`config.mk`:
```
export PLATFORM = sky130hd
export DESIGN_NAME = ex_muldiv_ctrl
export DESIGN_NICKNAME = d
export VERILOG_FILES = /design/src/rtl/ex_muldiv_ctrl.sv
export SDC_FILE = /design/constraint.sdc
export NUM_CORES = 1
export LEC_CHECK = 0
export BUFFER_PORTS_ARGS = -buffer_cell sky130_fd_sc_hd__buf_2
export CAP_MARGIN = 20
export CORE_MARGIN = 5
export CORE_UTILIZATION = 40
export DETAILED_ROUTE_END_ITERATION = 12
export SETUP_SLACK_MARGIN = 0.4
export SLEW_MARGIN = 20
export SYNTH_ARGS = -nofsm -noshare
export SYNTH_HDL_FRONTEND = slang
export SYNTH_SLANG_ARGS = --single-unit
```
`constraint.sdc`:
```
create_clock -name clk -period 8.2 [get_ports clk]
set_input_delay 0.41 -clock clk [delete_from_list [all_inputs] [get_ports clk]]
set_output_delay 0.41 -clock clk [all_outputs]
set_load 0.02 [all_outputs]
```
`src/rtl/ex_muldiv_ctrl.sv`:
```
// Iterative EX-stage mul/div unit (MUL, MULHU, DIVU, REMU): 34 EX cycles for MUL/DIV, 2 for divide-by-zero.
// Stalls F/D/E while an op is in flight; FlushE aborts the op at once, and the pipeline advances in the DONE cycle.
module ex_muldiv_ctrl (
  input  logic        clk,
  input  logic        rst,
  input  logic        MulDivE,
  input  logic [1:0]  MulDivOpE,
  input  logic [31:0] SrcAE,
  input  logic [31:0] SrcBE,
  input  logic        FlushE,
  output logic        StallMD,
  output logic        BusyMD,
  output logic        DoneMD,
  output logic [31:0] ResultMD
);

  typedef enum logic [1:0] {IDLE, MUL, DIV, DONE} state_t;

  state_t      state_q, state_d;
  logic [5:0]  cnt_q, cnt_d;
  logic        opsel_q, opsel_d;
  logic [31:0] a_q, a_d;
  logic [31:0] b_q, b_d;
  logic [63:0] prod_q, prod_d;
  logic [31:0] quot_q, quot_d;
  logic [31:0] rem_q, rem_d;
  logic [31:0] result_q, result_d;

  logic [32:0] mul_sum;
  logic [63:0] prod_step;
  logic [32:0] rem_shift;
  logic        div_ge;
  logic [31:0] rem_step;
  logic [31:0] quot_step;

  always_comb begin
    state_d  = state_q;
    cnt_d    = cnt_q;
    opsel_d  = opsel_q;
    a_d      = a_q;
    b_d      = b_q;
    prod_d   = prod_q;
    quot_d   = quot_q;
    rem_d    = rem_q;
    result_d = result_q;

    // Shift-add: multiplier sits in the low half and is consumed LSB first.
    mul_sum   = {1'b0, prod_q[63:32]} + (prod_q[0] ? {1'b0, a_q} : 33'd0);
    prod_step = {mul_sum, prod_q[31:1]};

    // Restoring divide; a 32-bit subtract suffices because the result is below the divisor.
    rem_shift = {rem_q, quot_q[31]};
    div_ge    = rem_shift >= {1'b0, b_q};
    rem_step  = div_ge ? (rem_shift[31:0] - b_q) : rem_shift[31:0];
    quot_step = {quot_q[30:0], div_ge};

    unique case (state_q)
      IDLE: begin
        if (MulDivE) begin
          cnt_d   = 6'd0;
          opsel_d = MulDivOpE[0];
          a_d     = SrcAE;
          b_d     = SrcBE;
          if (!MulDivOpE[1]) begin
            prod_d  = {32'd0, SrcBE};
            state_d = MUL;
          end else if (SrcBE != 32'd0) begin
            quot_d  = SrcAE;
            rem_d   = 32'd0;
            state_d = DIV;
          end else begin
            quot_d   = 32'hFFFF_FFFF;
            rem_d    = SrcAE;
            result_d = MulDivOpE[0] ? SrcAE : 32'hFFFF_FFFF;
            state_d  = DONE;
          end
        end
      end
      MUL: begin
        prod_d = prod_step;
        cnt_d  = cnt_q + 6'd1;
        if (cnt_q == 6'd31) begin
          result_d = opsel_q ? prod_step[63:32] : prod_step[31:0];
          state_d  = DONE;
        end
      end
      DIV: begin
        rem_d  = rem_step;
        quot_d = quot_step;
        cnt_d  = cnt_q + 6'd1;
        if (cnt_q == 6'd31) begin
          result_d = opsel_q ? rem_step : quot_step;
          state_d  = DONE;
        end
      end
      DONE: begin
        state_d = IDLE;
      end
      default: begin
        state_d = IDLE;
      end
    endcase

    if (FlushE) begin
      state_d  = IDLE;
      cnt_d    = 6'd0;
      result_d = result_q;
    end
  end

  always_ff @(posedge clk or negedge rst) begin
    if (!rst) begin
      state_q  <= IDLE;
      cnt_q    <= 6'd0;
      opsel_q  <= 1'b0;
      a_q      <= 32'd0;
      b_q      <= 32'd0;
      prod_q   <= 64'd0;
      quot_q   <= 32'd0;
      rem_q    <= 32'd0;
      result_q <= 32'd0;
    end else begin
      state_q  <= state_d;
      cnt_q    <= cnt_d;
      opsel_q  <= opsel_d;
      a_q      <= a_d;
      b_q      <= b_d;
      prod_q   <= prod_d;
      quot_q   <= quot_d;
      rem_q    <= rem_d;
      result_q <= result_d;
    end
  end

  // The DONE cycle releases the stall so EX/MEM captures ResultMD.
  assign StallMD  = rst && MulDivE && (state_q != DONE) && !FlushE;
  assign BusyMD   = (state_q != IDLE);
  assign DoneMD   = (state_q == DONE);
  assign ResultMD = result_q;

endmodule

```
; Yosys cells after proc, flatten, opt, wreduce, memory -nomap -nowiden
; Cells that the tools add are included.
[classes]
muxes = 31
addsub = 3
n_eq_ne = 13
reduce_logical = 18
order_cmp = 1
bitwise_logic = 1
[op_table]
columns = cell, n
row1 = two-way mux 32 bit, 16
row2 = two-way mux 64 bit, 2
row3 = one-hot mux 32 bit (2 select lines), 2
row4 = one-hot mux 64 bit (2 select lines), 1
row5 = one-hot mux 32 bit (3 select lines), 1
row6 = adder 32 x 32 -> 33 bit, 1
row7 = greater-or-equal comparator 33 x 32 -> 1 bit, 1
row8 = nonzero test 32 bit, 1
row9 = subtractor 32 bit, 1
row10 = != test 2 bit (second input constant), 7
row11 = two-way mux 6 bit, 2
row12 = one-hot mux 6 bit (2 select lines), 1
row13 = two-way mux 2 bit, 4
row14 = AND reduction 7 bit, 1
row15 = adder 6 x 1 -> 6 bit (second input constant), 1
row16 = equality test 6 x 5 -> 1 bit (second input constant), 1
row17 = one-hot mux 2 bit (3 select lines), 1
row18 = AND reduction 2 bit, 3
row19 = AND reduction 3 bit, 2
row20 = nonzero test 2 bit, 3
row21 = nonzero test 3 bit, 2
row22 = equality test 2 bit (second input constant), 2
row23 = logical AND 1 bit, 3
row24 = != test 3 x 1 -> 1 bit (second input constant), 1
row25 = other kinds (7), 7
[totals]
output_inout_bits = 35
wordCells = 76
reg_bits = 233

; Longest topological paths before layout
; Gate-level depths: netlist (run 1).
[logic_depth]
depth_word = 6
ltp_mapped = 14
ltp_nobuf = 13

; Worst setup path after synthesis (run 1)
; No wires, ideal clock.
[synth_timing]
path_type = register to register
start = reg prod_q[0]
end = reg result_q[27], in the netlist ResultMD[27]
required_ns = 8.080
setup_time_ns = 0.120
setup_slack_ns = 4.982
stages_incl_launch_ff = 14
synth_period_minus_slack_ns = 3.218
t_arrival_ns = 3.098
cell_sequence = dfrtp_1 clkbuf_1 and2_1 ha_1 fa_1 a21oi_1 o22ai_1 o2111ai_1 a211oi_1 o2111a_1 or2_1 a2111oi_0 o2111ai_1 o211a_1
[synth_between]
elab_chain_len = 5
[synth_rtl]
columns = element, line_no
row1 = from (decl), 24  ; logic [63:0] prod_q, prod_d;
row2 = from (signal assigned), 128  ; prod_q <= prod_d;
row3 = two-way mux 32 bit, 48  ; mul_sum = {1'b0, prod_q[63:32]} + (prod_q[0] ? {1'b0, a_q} : 33'd0);
row4 = adder 32 x 32 -> 33 bit, 48
row5 = two-way mux 32 bit, 83  ; result_d = opsel_q ? prod_step[63:32] : prod_step[31:0];
row6 = two-way mux 32 bit, 82  ; if (cnt_q == 6'd31) begin
row7 = one-hot mux 32 bit (3 select lines), 57  ; unique case (state_q)
row8 = to (signal assigned), 131  ; result_q <= result_d;
row9 = to (decl), 27  ; logic [31:0] result_q, result_d;
; No other way between the ends. The select of a mux whose other input is x is not followed.
; A chain may end at the register's enable or synchronous reset.

; Worst setup path in the final report (run 1)
; Same ends and word-level chain as after synthesis.

==> results, run 1 <==
- The initialized floorplan defines 71 standard-cell rows.
- The TritonCTS clock tree is done.
- Counting every instance in the synthesized netlist gives ~1700.
- Dividing the detail-routed wire length by the instance count gives approximately 22 um.
- Clock-pin slew was measured on the worst setup and hold paths at about 0.06 ns.
- The region available for standard cell placement spans 37800 sq um.
- The destination of the worst register-to-register timing path is ResultMD[27].
- The critical path crosses 12 cells after its start point.
- Data arrives at the worst endpoint at 4.53 ns.
- The final clock period utilization by the worst path is between 40% and 50%.
- In this run the tightest slew margin relative to its limit is 29.7%.
- By instance count, the cell type seen most on the critical path is sky130_fd_sc_hd__o2111ai_1.
- The post-CTS setup buffer count is 0.
- After detailed routing, the total wire length is around 50000 um.
- The number of buffer and inverter stages on the critical path is 0.
- Summing over every cut layer, the via total after detailed routing is between 10000 and 15000.
- Counting I/O delays and the setup requirement, the final critical path takes 4.07 ns.
- Static timing analysis puts the maximum clock frequency at ~0.25 GHz.
- Cells with a size suffix above 1 make up between 10% and 20% of the layout.
- The most critical setup path has its startpoint at prod_q[0].
- The count of cells along the worst register-to-register path is 12.
- The max capacitance violation total is 0.
- The worst setup path is captured at a flop.
- The number of synthesized flops with an enable pin is 0.
- The kind of launch point of the worst setup path is a flop.
- The global-route wire length before repair is 78000 um.
- In this run, distinct cell masters in the synthesized netlist total 85.
- The internal reg-to-reg setup slack is 4.13 ns.
- The deepest level of the CTS H-tree is 1.
- The horizontal die dimension is 206 um.
- Once placement completed, the tool counted placed cells totaling 2210.
- 105 I/O pins were placed.
- After the first detailed-routing iteration, the DRC count stood at 1312.
- The quantity of gates resized following cts is 0.
- Entering global routing, the biggest net connects 169 pins.
- In this run the mean area of a mapped cell was ~9 sq um.
- Yosys printed 0 warnings.
- The number of clock sinks is roughly 230.
- The number of nets with antenna violations after routing is 0.
- At the later pin of the worst-skew pair, clock insertion delay measures 0.57 ns.
- The synthesis-to-finish area growth is 12.3%.
- The placed wire-length estimate is 36400 um.
- The sequential-to-total area share from yosys stat is 37.9%.
- The number of global-route vias before repair came to around 13000.
- In the synthesized netlist the async set-or-reset flop fraction comes to 100%.
- The maximum ir drop on the vdd rail is 0.175 mV.
- During placement, the flow inserted port buffers numbering 104.
- The final RePlAce weighted congestion is 0.902.
- The via density per instance is about 5.9.
- The final hold violation count is 0.
- The critical path's largest stage delay is 0.71 ns.
- The non-filler instance count after layout is 2263.
- The netlist area before placement is 15400 sq um.
- The data required time of the worst path is 8.66 ns.
- The first TritonRoute pass finished after 6 iterations.
- The tightest min-delay check is of the in -> reg type.
- The capture point of the critical path is ResultMD[27].
- The total power divided by cell area is 486 nW/um^2.
- The all-layer global routing usage is 23.3%.
- Among all flip-flop cells after synthesis, the most frequent one is sky130_fd_sc_hd__dfrtp_1.
- The startpoint identified for the worst register-to-register timing path is prod_q[0].
- When the netlist entered floorplanning its net count stood at 1838.
- The slowest stage of the critical path belongs to the cell sky130_fd_sc_hd__dfrtp_1.
- The max-slew violation count was 0.
- The clock passes through at most 3 buffers.
- Setup violations remaining at the end of the flow were counted as 0.
- The pin slew with the least headroom to its limit is about 1.1 ns.
- The signal on the critical path passes through and2_1 -> ha_1 -> fa_1 -> a21oi_1 -> o22ai_1 -> o2111ai_1 -> a211oi_1 -> o2111a_1 -> or2_1 -> a2111oi_0 -> o2111ai_1 -> o211a_1.
- For this run, design rule violations remaining after detail routing come to 0.
- For the final routed database, the setup TNS stands at 0 ns.
- The die covers around 42000 sq um.
- The initial core utilization is 40.6%.
- The initial antenna violation count came to 1.
- The root buffer cell is sky130_fd_sc_hd__clkbuf_16.
- The cell family contributing the most delay on the critical path is compound AO/OA/AOI/OAI gates.
- Setup repair after global routing left no endpoint under its margin.
- The critical path class is reg -> reg.
- The total overflow left after global routing is 0.
- The die height is 206 um.
- In this run, CTS created clock tree buffers numbering 28.
- The number of nets in the finished design is 1871.
- The run finished with clean final reports.
- The leakage power figure is 7.57 nW.
- Fill cells in the final layout number 3688.
- The worst-case clock skew is roughly 0.014 ns.
- The count of state elements after synthesis is 233.
- Along the worst path, the maximum fanout reaches 33.
- After clock tree synthesis, the flow added hold-fix buffers numbering 1.
==> layer usage <==
layer	global-route usage, %	wire, um	share of wire, %	vias to the layer above
met3	4.64	3420	6.8	73
met5	0	0	0	-
met4	5.49	1270	2.5	0
met1	34.4	23300	47	6588
met2	35.3	22000	44	447
li1	-	-	-	6259
==> cell usage after synthesis (all sizes together), types with 4 or more instances <==
| master | count | area, sq um |
|---|---|---|
| dfrtp | 233 | 5830 |
| o21ai | 200 | 1010 |
| nand2 | 156 | 593 |
| nor2 | 106 | 398 |
| clkbuf | 99 | 375 |
| mux2 | 98 | 1140 |
| a21oi | 97 | 485 |
| ha | 69 | 863 |
| or3 | 53 | 332 |
| inv | 52 | 195 |
| mux2i | 44 | 440 |
| and2 | 35 | 221 |
| xnor2 | 31 | 272 |
| nor3 | 30 | 150 |
| a21o | 29 | 218 |
| nand3 | 27 | 135 |
| a221oi | 25 | 250 |
| xor2 | 25 | 219 |
| a22o | 22 | 193 |
| o211ai | 22 | 179 |
| or2 | 20 | 125 |
| buf | 19 | 121 |
| a211oi | 18 | 148 |
| a31oi | 17 | 106 |
| and3 | 17 | 110 |
| nand4 | 15 | 93.8 |
| nor4 | 13 | 81.3 |
| o31ai | 13 | 97.6 |
| nand2b | 10 | 62.6 |
| o21a | 9 | 67.6 |
| a2111oi | 7 | 105 |
| a22oi | 7 | 52.6 |
| nor2b | 7 | 43.8 |
| a21boi | 6 | 45.0 |
| o41ai | 6 | 60.1 |
| a32oi | 5 | 43.8 |
| o21bai | 5 | 37.5 |
| o31a | 5 | 43.8 |
| o221a | 4 | 45.0 |
==> worst min-delay path by stage <==
stage                     startpoint          end  slack [ns]  cells past startpoint
after floorplan                  rst  ResultMD[0]        0.11                      0
after global placement           rst      b_q[24]        0.40                      1
after detailed placement         rst      b_q[24]        0.41                      1
after CTS                   SrcBE[9]       b_q[9]        0.09                      2
after global routing        SrcBE[9]       b_q[9]        0.11                      2
final                       SrcBE[9]       b_q[9]        0.11                      2
==> cells by family after synthesis <==
logic type	after synthesis	share of synthesized area (%)
xor+xnor	56	3.19
fa+ha+maj	71	5.87
compound gates	529	22.6
flops	233	37.9
buf+inv	171	4.52
mux	142	10.3
simple gates	495	15.6
==> layout by cell type (no fill, tap or decap), types with 27 or more instances in the layout <==
cell / n
sky130_fd_sc_hd__o21ai_0: 195
sky130_fd_sc_hd__ha_1: 67
sky130_fd_sc_hd__a21oi_1: 97
sky130_fd_sc_hd__nand2_1: 154
sky130_fd_sc_hd__inv_1: 51
sky130_fd_sc_hd__nor2_1: 105
sky130_fd_sc_hd__and2_1: 34
sky130_fd_sc_hd__buf_2: 103
sky130_fd_sc_hd__dfrtp_1: 232
sky130_fd_sc_hd__nand3_1: 27
sky130_fd_sc_hd__mux2_2: 82
sky130_fd_sc_hd__or3_1: 53
sky130_fd_sc_hd__a21o_1: 29
sky130_fd_sc_hd__clkbuf_16: 29
sky130_fd_sc_hd__nor3_1: 29
sky130_fd_sc_hd__xnor2_1: 31
sky130_fd_sc_hd__mux2i_1: 44
==> sequential cells by signal, summed over array words and instances, names as in the netlist <==
register	count
ResultMD	32
quot_q	32
state_q	2
rem_q	32
b_q	32
opsel_q	1
cnt_q	6
a_q	32
prod_q	64
==> layout make-up <==
type | instances | area [sq um] | share of cell area [%]
multi-input cells | 1293 | 8940 | 51.7
flip-flops and latches | 233 | 5830 | 33.8
clock buffers | 41 | 861 | 4.98
repair buffers | 121 | 673 | 3.90
well taps | 511 | 639 | 3.70
inverters | 53 | 199 | 1.15
clock inverters | 9 | 125 | 0.724
diodes | 2 | 5.00 | 0.0290
==> power by group <==
group	total [mW]	internal [mW]	switching [mW]	leakage, nW
registers	2.15	1.68	0.472	2.86
clock network	1.33	0.815	0.513	0.484
logic	4.91	1.91	3.00	4.23
total	8.39	4.40	3.98	7.57
==> metrics by stage <==
step           hold slack (ns)  worst slack [ns]  area (sq um)  power [mW]  utilization [%]
4_1_cts                 0.0898              4.06         17300        8.36             45.6
2_1_floorplan            0.114              4.98         15400        5.60                -
3_5_place_dp             0.408              4.07         16300        6.99             43.0
3_3_place_gp             0.403              4.16         16300        6.93             43.0
5_1_grt                  0.114              3.81         17300        8.95             45.6
6_report                 0.112              4.13         17300        8.39             45.6
No activity file was read; power rests on OpenSTA's default activity.
==> run 2, diff against run 1 <==
==> constraint.sdc (replaced) <==
create_clock -name clk -period 4.2 [get_ports clk]
set_input_delay 0.21 -clock clk [delete_from_list [all_inputs] [get_ports clk]]
set_output_delay 0.21 -clock clk [all_outputs]
set_load 0.02 [all_outputs]
==> results, run 2 (synthesis results as in run 1) <==
- The area inside the core boundary is 37800 sq um (unchanged).
- The largest net degree at the start of global routing is 136 (was 169).
- The highest clock frequency the design can meet was 0.274 GHz (was 0.246 GHz).
- Setup repair after global routing missed its margin: no (unchanged).
- Status: completed (unchanged).
- The maximum ir drop on the vdd rail came to 0.346 mV (was 0.175 mV).
- The path class of the lowest-slack min-delay path is in -> reg (unchanged).
- The count of vias placed by the detailed router is 13800 (was 13400).
- The clock power share is 15.0% (was 15.8%).
- The worst-case clock skew is 0.0260 ns (was 0.0143 ns).
- The full die area came to 42500 sq um (unchanged).
- The post-layout minimum cycle time is 3.66 ns (was 4.07 ns).
- The internal power component is 8.59 mW (was 4.40 mW).
- The category of the worst setup path capture point was a flop (unchanged).
- The number of placed instances with taps included was 2221 (was 2210).
- The number of antenna cells inserted is 0 (was 2).
- The first-iteration detailed-routing DRC count is 1357 (was 1312).
- The proportion of layout cells with a drive suffix above 1 was 17.9% (was 18.0%).
- The switching power of the nets came to 7.85 mW (was 3.98 mW).
- The total grt overflow is 0 (unchanged).
- The all-layer global routing usage is 23.8% (was 23.3%).
- The register bank with the most flops is prod_q (unchanged).
- The normalized max-slew margin was 27.5% (was 29.7%).
- The sum of routed wire length over all layers is 51600 um (was 50000 um).
- The number of global-route vias before repair is 13300 (was 13000).
- The non-filler instance count after layout came to 2331 (was 2263).
- The final clock period utilization by the worst path is 87.0% (was 49.7%).
- The die height came to 206 um (unchanged).
- The row count was 71 (unchanged).
- The pin slew with the least headroom to its limit is 1.09 ns (was 1.05 ns).
- The filler cell count in the final layout was 3674 (was 3688).
- The footprint of the flip-flops and latches is 5840 sq um (was 5830 sq um).
- The clock insertion delay at the later pin of the skew report is 0.57 ns (about the same).
- The critical path class was reg -> reg (unchanged).
- The leakage power figure is 7.84 nW (was 7.57 nW).
- The number of iterations in the first detailed-routing pass is 5 (was 6).
- The summed negative setup slack over all endpoints was 0 ns (unchanged).
- The final hold violation count was 0 (unchanged).
- The worst-path maximum fanout is 33 (unchanged).
- Most frequent cells in the layout: sky130_fd_sc_hd__dfrtp_1 (231), sky130_fd_sc_hd__o21ai_0 (195), sky130_fd_sc_hd__nand2_1 (154) (was sky130_fd_sc_hd__dfrtp_1 (232), sky130_fd_sc_hd__o21ai_0 (195), sky130_fd_sc_hd__nand2_1 (154)).
- The number of nets in the finished design came to 1941 (was 1871).
- The detailed-route DRC error count was 0 (unchanged).
- The clock-pin slew reported for the worst setup and hold paths after clock tree synthesis is 0.06 ns (about the same).
- The count of pins on the block boundary is 105 (unchanged).
- The end-of-flow core utilization is 47.3% (was 45.6%).
- The TritonCTS clock tree is done (unchanged).
- The via density per instance is 5.93 (was 5.91).
- The root buffer cell is sky130_fd_sc_hd__clkbuf_16 (unchanged).
- The max-slew violation count is 0 (unchanged).
- The deepest level of the CTS H-tree is 1 (unchanged).
- The start point of the worst hold path is SrcAE[20] (was SrcBE[9]).
- The synthesis-to-finish area growth is 16.5% (was 12.3%).
- The placed wire-length estimate is 37200 um (was 36400 um).
- The worst endpoint data arrival time is 4.10 ns (was 4.53 ns).
- The initial antenna violation count is 1 (unchanged).
- The switching share of power is 47.7% (was 47.5%).
- The max capacitance violation total was 0 (unchanged).
- The final setup violation count is 0 (unchanged).
- The area of the multi-input gates is 8990 sq um (was 8940 sq um).
- The initial core utilization came to 40.6% (unchanged).
- The timing startpoint of the critical path is rem_q[3] (was prod_q[0]).
- The final RePlAce weighted congestion was 0.865 (was 0.902).
- The routed wirelength normalized by instance count is 22.1 um (about the same).
- The number of nets with antenna violations after routing is 0 (unchanged).
- The global-route wire length before repair came to 79500 um (was 78000 um).
- The sequential share of power was 25.6% (about the same).
- The power share of the combinational group was 59.4% (was 58.5%).
- The reg-to-reg critical path startpoint is rem_q[3] (was prod_q[0]).
- The flip-flop count of the largest register after layout was 64 (unchanged).
- The TritonCTS buffer count is 28 (unchanged).
- The worst hold margin is 0.0169 ns (was 0.112 ns).
- The number of buffer cells added on primary ports came to 104 (unchanged).
- The kind of launch point of the worst setup path is a flop (unchanged).
- The horizontal die dimension came to 206 um (unchanged).
- The commonest non-fill, non-tap cell in the layout is sky130_fd_sc_hd__dfrtp_1 (unchanged).
- The number of buffers on the longest clock path is 3 (unchanged).
- The number of clock sinks is 233 (unchanged).
- The total power divided by cell area is 917 nW/um^2 (was 486 nW/um^2).
- The data required time of the worst path is 4.64 ns (was 8.66 ns).
-- run 2: cell types whose count changed in the layout (fill, tap and decap cells not counted), sizes merged --
cell,change
dlygate4sd3,+58
buf,+12
clkbuf,+2
clkinvlp,-2
diode,-2
-- run 2: area by class of cell --
class	instances	share of cell area [%]
multi-input cells	1293	50.2
flip-flops and latches	233	32.6
repair buffers	191	7.50
clock buffers	43	4.39
well taps	511	3.57
inverters	53	1.11
clock inverters	7	0.698
-- run 2: what timing repair did --
action / CTS / global route
endpoints found under the setup margin: 2 / 15
endpoints found under the hold margin: 138 / 1
setup buffers: 0 / 1
pin swaps: 0 / 1
gates resized for setup: 3 / 7
hold buffers: 58 / 1
-- run 2: final timing paths --
kind,to,slack (ns),depth (start not counted)
setup / recovery,rem_q[14],0.54,10
setup reg to reg,rem_q[14],0.54,10
hold / removal,a_q[20],0.02,2
max in group asynchronous,prod_q[0],2.75,3
min in group asynchronous,b_q[23],0.23,2
hold reg to reg,prod_q[61],0.49,2
-- run 2: worst max-delay path, cell delays in order, from the launching register on --
cell,delay [ns]
sky130_fd_sc_hd__dfrtp_1,0.40
sky130_fd_sc_hd__ha_1,0.35
sky130_fd_sc_hd__a21o_1,0.23
sky130_fd_sc_hd__nor3b_2,0.18
sky130_fd_sc_hd__a211oi_4,0.48
sky130_fd_sc_hd__a2111oi_4,0.18
sky130_fd_sc_hd__o211ai_4,0.37
sky130_fd_sc_hd__nand2_4,0.38
sky130_fd_sc_hd__mux2_1,0.48
sky130_fd_sc_hd__a221oi_1,0.39
sky130_fd_sc_hd__nor2_1,0.07
-- run 2: layer usage --
layer / vias up / GRT usage (%) / routed length, um
li1: 6389 / - / -
met1: 6893 / 35.8 / 24300
met2: 460 / 35.7 / 22400
met3: 86 / 3.34 / 3350
met4: 0 / 6.49 / 1440
met5: - / 0 / 0
-- run 2: power groups by stage --
| stage | clock network, mW | registers, mW | logic, mW |
|---|---|---|---|
| 2_1_floorplan | 0 | 3.95 | 6.99 |
| 3_3_place_gp | 0 | 4.19 | 9.39 |
| 3_5_place_dp | 0 | 4.22 | 9.51 |
| 4_1_cts | 2.50 | 4.19 | 9.61 |
| 5_1_grt | 2.59 | 4.32 | 10.6 |
| 6_report | 2.47 | 4.21 | 9.76 |
-- run 2: stage by stage --
step	instance area (sq um)	setup slack, ns	total power [mW]
global placement	16400	0.383	13.6
finish	17900	0.544	16.4
CTS	17900	0.479	16.3
floorplan	15400	0.982	10.9
global route	17900	0.405	17.5
detailed placement	16400	0.210	13.7
==> run 3, diff against run 2 <==
--- a/config.mk
+++ b/config.mk
@@ -5,11 +5,11 @@
 export SDC_FILE = /design/constraint.sdc
 export NUM_CORES = 1
 export LEC_CHECK = 0
-export BUFFER_PORTS_ARGS = -buffer_cell sky130_fd_sc_hd__buf_2
 export CAP_MARGIN = 20
 export CORE_MARGIN = 5
 export CORE_UTILIZATION = 40
 export DETAILED_ROUTE_END_ITERATION = 12
+export DONT_BUFFER_PORTS = 1
 export SETUP_SLACK_MARGIN = 0.4
 export SLEW_MARGIN = 20
 export SYNTH_ARGS = -nofsm -noshare
==> constraint.sdc (replaced) <==
create_clock -name clk -period 4.2 [get_ports clk]
set_input_delay 0.21 -clock clk [delete_from_list [all_inputs] [get_ports clk]]
set_output_delay 0.21 -clock clk [all_outputs]
set_load 0.1 [all_outputs]
==> results, run 3 (synthesis results as in run 1) <==
- Status: complete, but fails checks (was completed).
- The checks that failed: negative hold slack.
- The number of buffers on the longest clock path is 3 (unchanged).
- The largest net degree at the start of global routing was 235 (was 136).
- The number of buffer cells added on primary ports is 0 (was 104).
- The critical path class is reg -> reg (unchanged).
- The kind of launch point of the worst setup path is a flop (unchanged).
- The path class of the lowest-slack min-delay path was in -> async (was in -> reg).
- The worst endpoint data arrival time was 4.02 ns (was 4.10 ns).
- The via density per instance is 5.95 (was 5.93).
- The pin slew with the least headroom to its limit is 1.06 ns (was 1.09 ns).
- The row count is 71 (unchanged).
- The post-layout minimum cycle time is 3.61 ns (was 3.66 ns).
- The hold buffer count at CTS is 69 (was 58).
- The highest clock frequency the design can meet was 0.277 GHz (was 0.274 GHz).
- The clock-pin slew reported for the worst setup and hold paths after clock tree synthesis came to 0.06 ns (about the same).
- The total grt overflow is 0 (unchanged).
- The die height is 206 um (unchanged).
- The first-iteration detailed-routing DRC count is 1341 (was 1357).
- The total power divided by cell area is 975 nW/um^2 (was 917 nW/um^2).
- The worst hold margin is -0.638 ns (was 0.0169 ns).
- The global-route wire length before repair is 78400 um (was 79500 um).
- The routed wirelength normalized by instance count was 22.9 um (was 22.1 um).
- The TritonCTS clock tree was done (unchanged).
- The synthesis-to-finish area growth is 13.7% (was 16.5%).
- The flip-flop count of the largest register after layout is 64 (unchanged).
- The number of global-route vias before repair was 12700 (was 13300).
- The number of iterations in the first detailed-routing pass is 7 (was 5).
- The total power came to 17.1 mW (was 16.4 mW).
- The proportion of layout cells with a drive suffix above 1 is 12.9% (was 17.9%).
- The placed wire-length estimate is 35900 um (was 37200 um).
- The normalized max-slew margin came to 29.4% (was 27.5%).
- The number of nets in the finished design is 1843 (was 1941).
- The full die area came to 42500 sq um (unchanged).
- The data required time of the worst path is 4.61 ns (was 4.64 ns).
- The final hold violation count is 233 (was 0).
- The clock insertion delay at the later pin of the skew report is 0.56 ns (was 0.57 ns).
- The initial core utilization is 40.6% (unchanged).
- The maximum ir drop on the vdd rail is 0.315 mV (was 0.346 mV).
- The commonest non-fill, non-tap cell in the layout is sky130_fd_sc_hd__dfrtp_1 (unchanged).
- The deepest level of the CTS H-tree is 1 (unchanged).
- The summed negative setup slack over all endpoints is 0 ns (unchanged).
- The final clock period utilization by the worst path is 85.9% (was 87.0%).
- The final RePlAce weighted congestion is 0.918 (was 0.865).
- The max capacitance violation total came to 0 (unchanged).
- The number of nets with antenna violations after routing is 0 (unchanged).
- The max-slew violation count is 0 (unchanged).
- The all-layer global routing usage came to 23.6% (was 23.8%).
- The register bank with the most flops was prod_q (unchanged).
- The final design area excluding fillers was 17500 sq um (was 17900 sq um).
- The category of the worst setup path capture point is a flop (unchanged).
- The final setup violation count is 0 (unchanged).
- The root buffer cell is sky130_fd_sc_hd__clkbuf_16 (unchanged).
- The TritonCTS buffer count is 27 (was 28).
- The sum of routed wire length over all layers came to 51200 um (was 51600 um).
- The leakage power figure was 7.47 nW (was 7.84 nW).
- Setup repair after global routing missed its margin: no (unchanged).
- The count of vias placed by the detailed router is 13300 (was 13800).
- The cell area reported after detailed placement is 15800 sq um (was 16400 sq um).
- The worst-path maximum fanout is 33 (unchanged).
- The detailed-route DRC error count is 0 (unchanged).
- The worst-case clock skew was 0.0192 ns (was 0.0260 ns).
- The horizontal die dimension is 206 um (unchanged).
- The area inside the core boundary is 37800 sq um (unchanged).
- Most frequent cells in the layout: sky130_fd_sc_hd__dfrtp_1 (231), sky130_fd_sc_hd__o21ai_0 (195), sky130_fd_sc_hd__nand2_1 (154) (unchanged).
- The internal reg-to-reg setup slack is 0.59 ns (was 0.54 ns).
- The count of pins on the block boundary was 105 (unchanged).
- The number of clock sinks is 233 (unchanged).
- The initial antenna violation count is 2 (was 1).
==> run 3: worst paths after layout <==
kind / start / to / cells past startpoint
setup / recovery: rem_q[15] / ResultMD[18] / 10
hold / removal: rst / b_q[23] / 0
setup reg to reg: rem_q[15] / ResultMD[18] / 10
hold reg to reg: prod_q[30] / prod_q[30] / 2
max in group asynchronous: rst / prod_q[22] / 0
min in group clk: SrcAE[16] / rem_q[16] / 3
==> run 3: area by class of cell <==
cell class | instances | area [sq um]
diodes | 4 | 10.0
clock buffers | 45 | 843
clock inverters | 5 | 57.6
fillers | 3642 | 20400
inverters | 53 | 199
multi-input cells | 1293 | 8990
flip-flops and latches | 233 | 5830
well taps | 511 | 639
repair buffers | 94 | 921
==> run 3: through the flow <==
step / utilization [%] / std cells / setup slack (ns)
after CTS: 46.1 / 2234 / 0.464
after floorplan: - / 1697 / 0.801
after global routing: 46.2 / 2235 / 0.363
final: 46.2 / 2238 / 0.592
after detailed placement: 41.9 / 2115 / 0.445
after global placement: 41.9 / 2115 / 0.591
==> run 3: where the power goes <==
part / switching (mW) / total [mW] / internal [mW]
sequential: 2.08 / 5.33 / 3.25
combinational: 5.59 / 9.32 / 3.73
clock: 0.975 / 2.40 / 1.42
total: 8.65 / 17.1 / 8.40
==> run 3: layer usage <==
metal | part of all wire, % | GRT usage [%] | up-vias
li1 | - | - | 6207
met2 | 43 | 35.0 | 485
met4 | 2.4 | 5.92 | 0
met1 | 46 | 35.7 | 6570
met5 | 0 | 0 | -
met3 | 8.1 | 4.38 | 64
==> run 3: timing repair <==
action | in CTS | in global routing
endpoints found under the hold margin | 428 | 233
setup endpoints to repair | 1 | 13
gates resized for setup | 1 | 7
setup buffers | 0 | 0
==> run 3: worst max-delay path, cell delays in order (launching register included) <==
cell and delay (ns):
sky130_fd_sc_hd__dfrtp_1 0.43, sky130_fd_sc_hd__ha_1 0.41, sky130_fd_sc_hd__a21oi_1 0.26, sky130_fd_sc_hd__o21a_1 0.22, sky130_fd_sc_hd__o22ai_1 0.12, sky130_fd_sc_hd__or3_1 0.37, sky130_fd_sc_hd__o211ai_4 0.36, sky130_fd_sc_hd__nand2_4 0.38
sky130_fd_sc_hd__mux2_1 0.48, sky130_fd_sc_hd__o211ai_1 0.27, sky130_fd_sc_hd__a21oi_1 0.13
